$ cat src/rtl/call_ret_ctrl_if.sv
// rtl/call_ret_ctrl_if.sv - sequencer/stack/PC bundle for the call-return controller
interface call_ret_ctrl_if;
  logic       CALL;
  logic       RET;
  logic [7:0] PC_IN;
  logic [7:0] TARGET;
  logic [7:0] STK_DATA;
  logic       PUSH;
  logic       POP;
  logic [7:0] VALUE;
  logic       PC_LOAD;
  logic [7:0] PC_OUT;
  logic       BUSY;
  logic [7:0] DEPTH_CNT;
  logic [1:0] FAULT;

  modport master (
    output CALL, RET, PC_IN, TARGET, STK_DATA,
    input  PUSH, POP, VALUE, PC_LOAD, PC_OUT, BUSY, DEPTH_CNT, FAULT
  );

  modport slave (
    input  CALL, RET, PC_IN, TARGET, STK_DATA,
    output PUSH, POP, VALUE, PC_LOAD, PC_OUT, BUSY, DEPTH_CNT, FAULT
  );
endinterface

$ cat src/rtl/call_ret_ctrl.sv
// rtl/call_ret_ctrl.sv - call/return sequencer driving an external return-address stack
module call_ret_ctrl #(
  parameter logic [7:0] DEPTH  = 8'd255,
  parameter int         RD_LAT = 1
) (
  input logic            clk,
  input logic            rst,
  call_ret_ctrl_if.slave bus
);

  typedef enum logic [2:0] {
    IDLE    = 3'd0,
    PUSH_ST = 3'd1,
    POP_ST  = 3'd2,
    WAIT_ST = 3'd3,
    LOAD_ST = 3'd4
  } state_t;

  localparam logic [1:0] WAIT_INIT = 2'(RD_LAT - 1);

  state_t     state, state_nxt;
  logic       armed;
  logic [1:0] wait_cnt;
  logic [7:0] value_r;
  logic [7:0] pc_r;
  logic [7:0] depth_cnt;
  logic [1:0] fault_r;

  // armed stays low for the first edge after reset release so no request is taken there
  logic call_req, ret_req, can_push, can_pop;
  assign call_req = armed && bus.CALL && !bus.RET;
  assign ret_req  = armed && bus.RET && !bus.CALL;
  assign can_push = depth_cnt < DEPTH;
  assign can_pop  = depth_cnt != 8'h00;

  always_ff @(posedge clk or negedge rst) begin
    if (!rst) begin
      state <= IDLE;
    end else begin
      state <= state_nxt;
    end
  end

  always_comb begin
    state_nxt = state;
    case (state)
      IDLE: begin
        if (call_req && can_push) begin
          state_nxt = PUSH_ST;
        end else if (ret_req && can_pop) begin
          state_nxt = POP_ST;
        end
      end
      PUSH_ST: state_nxt = LOAD_ST;
      POP_ST:  state_nxt = WAIT_ST;
      WAIT_ST: begin
        if (wait_cnt == 2'd0) begin
          state_nxt = LOAD_ST;
        end
      end
      LOAD_ST: state_nxt = IDLE;
      default: state_nxt = IDLE;
    endcase
  end

  always_comb begin
    bus.PUSH    = (state == PUSH_ST);
    bus.POP     = (state == POP_ST);
    bus.PC_LOAD = (state == LOAD_ST);
    bus.BUSY    = (state != IDLE);
  end

  always_ff @(posedge clk or negedge rst) begin
    if (!rst) begin
      armed     <= 1'b0;
      wait_cnt  <= 2'd0;
      value_r   <= 8'h00;
      pc_r      <= 8'h00;
      depth_cnt <= 8'h00;
      fault_r   <= 2'b00;
    end else begin
      armed <= 1'b1;
      case (state)
        IDLE: begin
          if (call_req) begin
            if (can_push) begin
              value_r <= bus.PC_IN + 8'd1;
              pc_r    <= bus.TARGET;
            end else begin
              fault_r[0] <= 1'b1;
            end
          end else if (ret_req && !can_pop) begin
            fault_r[1] <= 1'b1;
          end
        end
        PUSH_ST: depth_cnt <= depth_cnt + 8'd1;
        POP_ST: begin
          depth_cnt <= depth_cnt - 8'd1;
          wait_cnt  <= WAIT_INIT;
        end
        WAIT_ST: begin
          // stack read data is only valid on the edge where the count expires
          if (wait_cnt == 2'd0) begin
            pc_r <= bus.STK_DATA;
          end else begin
            wait_cnt <= wait_cnt - 2'd1;
          end
        end
        default: ;
      endcase
    end
  end

  assign bus.VALUE     = value_r;
  assign bus.PC_OUT    = pc_r;
  assign bus.DEPTH_CNT = depth_cnt;
  assign bus.FAULT     = fault_r;

endmodule
$ cat src/flat_wrapper.sv
// flat-port wrapper written by rule: the top's interface ports become plain ports
module call_ret_ctrl_flat 
#(
  parameter logic [7:0] DEPTH  = 8'd255,
  parameter int         RD_LAT = 1
)
  (clk, rst, bus_CALL, bus_RET, bus_PC_IN, bus_TARGET, bus_STK_DATA, bus_PUSH, bus_POP, bus_VALUE, bus_PC_LOAD, bus_PC_OUT, bus_BUSY, bus_DEPTH_CNT, bus_FAULT);
  call_ret_ctrl_if bus_i ();
  input logic clk;
  input logic rst;
  input wire logic [$bits(bus_i.CALL)-1:0] bus_CALL;
  input wire logic [$bits(bus_i.RET)-1:0] bus_RET;
  input wire logic [$bits(bus_i.PC_IN)-1:0] bus_PC_IN;
  input wire logic [$bits(bus_i.TARGET)-1:0] bus_TARGET;
  input wire logic [$bits(bus_i.STK_DATA)-1:0] bus_STK_DATA;
  output wire logic [$bits(bus_i.PUSH)-1:0] bus_PUSH;
  output wire logic [$bits(bus_i.POP)-1:0] bus_POP;
  output wire logic [$bits(bus_i.VALUE)-1:0] bus_VALUE;
  output wire logic [$bits(bus_i.PC_LOAD)-1:0] bus_PC_LOAD;
  output wire logic [$bits(bus_i.PC_OUT)-1:0] bus_PC_OUT;
  output wire logic [$bits(bus_i.BUSY)-1:0] bus_BUSY;
  output wire logic [$bits(bus_i.DEPTH_CNT)-1:0] bus_DEPTH_CNT;
  output wire logic [$bits(bus_i.FAULT)-1:0] bus_FAULT;
  assign bus_i.CALL = bus_CALL;
  assign bus_i.RET = bus_RET;
  assign bus_i.PC_IN = bus_PC_IN;
  assign bus_i.TARGET = bus_TARGET;
  assign bus_i.STK_DATA = bus_STK_DATA;
  assign bus_PUSH = bus_i.PUSH;
  assign bus_POP = bus_i.POP;
  assign bus_VALUE = bus_i.VALUE;
  assign bus_PC_LOAD = bus_i.PC_LOAD;
  assign bus_PC_OUT = bus_i.PC_OUT;
  assign bus_BUSY = bus_i.BUSY;
  assign bus_DEPTH_CNT = bus_i.DEPTH_CNT;
  assign bus_FAULT = bus_i.FAULT;
  call_ret_ctrl #(.DEPTH(DEPTH), .RD_LAT(RD_LAT)) u_core (.clk(clk), .rst(rst), .bus(bus_i));
endmodule
$ cat config.mk
export PLATFORM = sky130hd
export DESIGN_NAME = call_ret_ctrl_flat
export DESIGN_NICKNAME = d
export VERILOG_FILES = /design/src/rtl/call_ret_ctrl_if.sv /design/src/rtl/call_ret_ctrl.sv /design/src/flat_wrapper.sv
export SDC_FILE = /design/constraint.sdc
export NUM_CORES = 1
export LEC_CHECK = 0
export ABC_CLOCK_PERIOD_IN_PS = 7200
export CAP_MARGIN = 0
export CORE_MARGIN = 3
export CORE_UTILIZATION = 38
export DETAILED_ROUTE_END_ITERATION = 6
export MAX_ROUTING_LAYER = met4
export PLACE_DENSITY_LB_ADDON = 0.12
export RECOVER_POWER = 25
export REMOVE_ABC_BUFFERS = 1
export SETUP_SLACK_MARGIN = 0.05
export SYNTH_ARGS = -nofsm -noshare
export SYNTH_HDL_FRONTEND = slang
export SYNTH_SLANG_ARGS = --single-unit
$ cat constraint.sdc
create_clock -name clk -period 7.2 [get_ports clk]
set_input_delay 0.72 -clock clk [delete_from_list [all_inputs] [get_ports clk]]
set_output_delay 0.72 -clock clk [all_outputs]
set_load 0.02 [all_outputs]
---- Word-level counts from Yosys, hierarchy flattened ----
Index checks and enable logic that the tools add are counted.
word-level totals
  output and inout port bits .............. 30
  logic and storage cells ................. 58
  register bits ........................... 32
cells by class
  reduce and logical (&&, ||, !) cells .... 23
  bitwise logic cells ..................... 2
  add/subtract/negate cells ............... 4
  equality and inequality tests ........... 9
  magnitude comparators ................... 1
  multiplexer cells ....................... 11
operators with widths
  cell                                                                      number
  8-bit case mux with 2 select lines                                        2
  8-bit two-way mux                                                         3
  8-bit by 1-bit adder with 8-bit output (second input constant)            2
  3-bit case mux with 4 select lines                                        1
  3-bit two-way mux                                                         3
  3-bit AND reduction                                                       3
  8-bit < comparator (second input constant)                                1
  8-bit nonzero test                                                        1
  8-bit by 1-bit subtractor with 8-bit output (second input constant)       1
  1-bit logical AND                                                         7
  3-bit by 2-bit equality test with 1-bit output (second input constant)    2
  2-bit by 1-bit inequality test with 1-bit output (second input constant)  3
  2-bit nonzero test                                                        3
  2-bit case mux with 2 select lines                                        1
  2-bit AND reduction                                                       2
  4-bit AND reduction                                                       1
  3-bit by 1-bit equality test with 1-bit output (second input constant)    1
  3-bit equality test (second input constant)                               1
  1-bit logical NOT                                                         3
  3-bit logical NOT                                                         1
  3-bit by 1-bit inequality test with 1-bit output (second input constant)  1
  3-bit nonzero test                                                        1
  2-bit logical NOT                                                         1
  2-bit two-way mux                                                         1
  3 further kinds                                                           4

---- Depth between registers and ports, before layout ----
  depth in word-level cells ............... 6
  depth in mapped cells ................... 8
  gate-level depth less buffers ........... 7

---- Worst setup path before layout ----
No wires, ideal clock.
  path type ............................... reg2reg
  start point ............................. reg u_core.state[0]
  end point ............................... reg u_core.depth_cnt[6] (netlist: u_core.bus.DEPTH_CNT[6])
  slack ................................... 4.699 ns
  clock period less this slack ............ 2.501 ns
  data arrival time ....................... 2.370 ns
  stages on the path, launching flop included .. 9
  cell sequence ........................... dfrtp_1 or3b_1 buf_2 inv_1 ha_1 a21oi_1 o21ai_0 a2111oi_4 nor3_1
between the ends
  word-level cells in the longest chain between the ends .. 2
ends and longest elaborated chain
  item                                                                             RTL line             text
  start: declaration                                                               call_ret_ctrl.sv:21  state_t state, state_nxt;
  start signal: assignment                                                         call_ret_ctrl.sv:40  state <= state_nxt;
  3-bit by 2-bit equality test with 1-bit output (*)                               -
  via bus_POP                                                                      flat_wrapper.sv:17   output wire logic [$bits(bus_i.POP)-1:0] bus_POP;
  8-bit case mux with 2 select lines / 2-bit nonzero test (equally long branches)  -
  end signal: assignment                                                           call_ret_ctrl.sv:96  PUSH_ST: depth_cnt <= depth_cnt + 8'd1;
  end signal: assignment                                                           call_ret_ctrl.sv:98  depth_cnt <= depth_cnt - 8'd1;
  end: declaration                                                                 call_ret_ctrl.sv:26  logic [7:0] depth_cnt;
The timed path passes the listed nets; every way through them passes the cells marked *.
A chain may end at the register's enable or synchronous reset.

---- Worst setup path in the final report ----
  start point ............................. reg u_core.state[0]
  end point ............................... out bus_POP
between the ends
  word-level cells in the longest chain between the ends .. 1
ends and longest elaborated chain
  item                                            RTL line             text
  3-bit by 2-bit equality test with 1-bit output  call_ret_ctrl.sv:68  bus.POP = (state == POP_ST);
  end: declaration                                flat_wrapper.sv:17
Every way passes these cells.

==> results by group <==
Yosys
  – Avg Inst Size Synth: 9.66 um^2
  – Yosys warnings: 0
  – Mapped Cells: 180
  – Main flop type after synthesis: dfrtp_1
  – Post-synth EDFFs: 0
  – Synth unique cells: 41
  – Synth Cell Area: 1740 um^2
  – FF+latch count, synth: 32
  – Sequential cell area fraction in the yosys report: 46.0%
  – Async SR Flop Fraction: 100%

Setup path
  – WP data arrival: between 2000 and 2500 ps
  – Crit end category: primary output
  – Worst Path Required: 6480 ps
  – CP Class: flop to primary output
  – FF-to-FF Start: u_core.state[0]$_DFFE_PN0P_
  – Worst setup SP type: flop
  – Reg-to-reg setup timing slack: 4510 ps
  – Crit Reg-Reg Endpoint: u_core.bus.DEPTH_CNT[7]$_DFFE_PN0P_
  – Crit Path Max Fanout: 10
  – Worst R2R Path Depth: 7

Global routing
  – Initial antenna violation count: 0
  – GRT Total Usage: 16.6%
  – First-pass GRT wire length: 6.67 mm
  – Number of global-route vias before repair: 1465
  – Largest net degree at the start of global routing: 33
  – Global route overflow: 0

Power and ir drop
  – Power Density: 429 nW/um^2
  – Sw Pwr: 0.434 mW
  – Peak VDD IR: 0.000199 V
  – Internal power: 0.621 mW
  – Combinational Power Share: a little under three fifths
  – Power Total: around 1.1 mW
  – Sequential share of power: 30.6%
  – Switch share: 41.1%
  – Power share of the clock group: 14.0%
  – LEAKAGE: between 1 and 1.5 nW

Floorplan
  – IO Pins: 58
  – DIE AREA: 5420 um^2
  – Chip Height: 73.7 um
  – DIE WIDTH: 73.7 um
  – Starting Density: 41.4%
  – Core box area: 4200 um^2
  – Row count: 23

Finish
  – Area Overhead vs Synth: 41.5%
  – Fraction of layout cells with a size suffix above 1: 5.81%
  – Final nets: 278
  – Commonest non-fill, non-tap cell in the layout: clkdlybuf4s50_1
  – Finished Layout Cells: roughly 290
  – Antenna diodes: 0
  – Commonest non-fill, non-tap cells in the layout: clkdlybuf4s50_1, dfrtp_1, nand2_1, inv_1, o21ai_0
  – Final instance area: 2460 um^2

Clock network
  – Clock sink total: 32
  – Clock Tree Buf Depth: 2
  – Post-CTS Setup Inserts: 0
  – TritonCTS clock tree: done
  – Worst-path clk slew: 70 ps
  – Num CTS Buffers: 5
  – Post-CTS resize count: 0
  – Clock Latency Late Sink: 280 ps
  – H-Tree Depth: 2
  – CTS root buffer: clkbuf_8
  – Hold_buf cts: 0

Min path
  – Hold path depth: 1
  – Hold Crit Start: u_core.bus.FAULT[0]$_DFFE_PN0P_
  – Hold WC Path Type: flop to flop
  – WHS Endpoint: u_core.bus.FAULT[0]$_DFFE_PN0P_

Drt
  – Final WL: 3.81 mm
  – Initial DRC Count: between 90 and 100
  – Routed Antenna Nets: 0
  – Routed wl met3: 310 um
  – Router iterations before antenna repair: 4
  – Met2 WL post-DR: 1.71 mm
  – Total number of vias: 1518
  – Met1 wire length: 1.74 mm
  – Drt via density: 5.22
  – WL per Instance: 13.1 um
  – Highest metal used: met4
  – DRC viols: 0

Timing
  – Max-slew violations: 33
  – Achievable Freq: 336 MHz
  – Period minus WS final: approximately 3000 ps
  – Sum Neg Setup Slack: 0 ps
  – Final hold violations: 0
  – RSZ-0062 raised after global routing: false
  – Clock Skews: 4.18 ps
  – Worst slew pin tran: 1690 ps
  – Final Setup Violations: 0
  – Final period utilization: just over 40%
  – Rel. slew slack: -12.6%

Placed design
  – Dpl hpwl: slightly below 3 mm
  – Port Buffers: 57
  – Placed insts: ~280
  – Placed cell area: 2370 um^2
  – Routability cong.: ~0.88

Run status
  – Failing checks: max-capacitance violations, max-slew violations
  – Status: finished with violations

Run
  – Total of max-cap violations: 1
-- layout make-up --
cell class              count  area [um^2]
multi-input cells         128          867
well taps                  50         62.6
repair buffers             58          574
fillers                   391         1740
flip-flops and latches     32          801
clock buffers               7         96.3
inverters                  16         60.1
-- cells in the mapped netlist, types with 3 or more instances --
master,count,area share [%]
a21oi_1,13,3.7
dfrtp_1,32,46
ha_1,8,5.8
inv_1,16,3.5
nand2_1,19,4.1
nand3_1,6,1.7
nand4_1,3,1.1
nor2_1,5,1.1
nor3_1,4,1.2
nor3b_1,3,1.3
o21ai_0,16,4.6
o22ai_1,9,3.2
xnor2_1,8,4.0
-- cell families after synthesis --
family	Yosys count	synth area share, %
buf+inv	20	4.46
fa+ha+maj	9	6.91
other cells	1	0.216
flops	32	46.0
compound gates	49	18.0
xor+xnor	10	5.04
simple gates	57	18.1
mux	2	1.29
-- through the flow --
stage          worst slack (ps)  util, %  hold slack [ps]
2_1_floorplan              4690        -              424
3_3_place_gp               4500     56.4              468
3_5_place_dp               4510     56.4              455
4_1_cts                    4220     58.7              486
5_1_grt                    4090     58.6              510
6_report                   4220     58.6              481
-- state kept, by name, indices dropped and copies added, names as in the netlist --
name and cells:
u_core.bus.FAULT 2, u_core.bus.VALUE 8, u_core.bus.DEPTH_CNT 8, u_core.state 3, u_core.bus.PC_OUT 8, u_core.wait_cnt 2, u_core.armed 1
-- routing by layer --
| metal | vias up | GRT usage (%) |
|---|---|---|
| met1 | 694 | 21.6 |
| met2 | 53 | 24.1 |
| met3 | 6 | 5.88 |
| met4 | 0 | 5.43 |
| li1 | 765 | - |
| met5 | - | - |
-- worst max-delay path: stages, from the launching register on --
cell and delay (ps):
dfrtp_1 430, or3b_1 540, inv_1 330, clkdlybuf4s50_1 680
-- worst max-delay path by stage --
stage	start	end	slack, ps	depth (start not counted)
detailed placement	bus_CALL	u_core.bus.PC_OUT[5]$_DFFE_PN0P_	4510	5
finish	u_core.state[0]$_DFFE_PN0P_	bus_POP	4220	3
global route	u_core.state[0]$_DFFE_PN0P_	bus_POP	4090	3
CTS	u_core.state[0]$_DFFE_PN0P_	bus_POP	4220	3
floorplan	u_core.state[0]$_DFFE_PN0P_	u_core.bus.DEPTH_CNT[6]$_DFFE_PN0P_	4690	7
global placement	bus_CALL	u_core.bus.PC_OUT[7]$_DFFE_PN0P_	4500	5
-- power groups by stage --
| stage | Clock (mW) | Combinational [mW] | Sequential [mW] |
|---|---|---|---|
| 2_1_floorplan | 0 | 0.279 | 0.395 |
| 6_report | 0.148 | 0.584 | 0.323 |
| 4_1_cts | 0.155 | 0.591 | 0.325 |
| 3_5_place_dp | 0 | 0.587 | 0.327 |
| 3_3_place_gp | 0 | 0.585 | 0.326 |
| 5_1_grt | 0.163 | 0.641 | 0.339 |
Power figures use the tool's default switching activity.
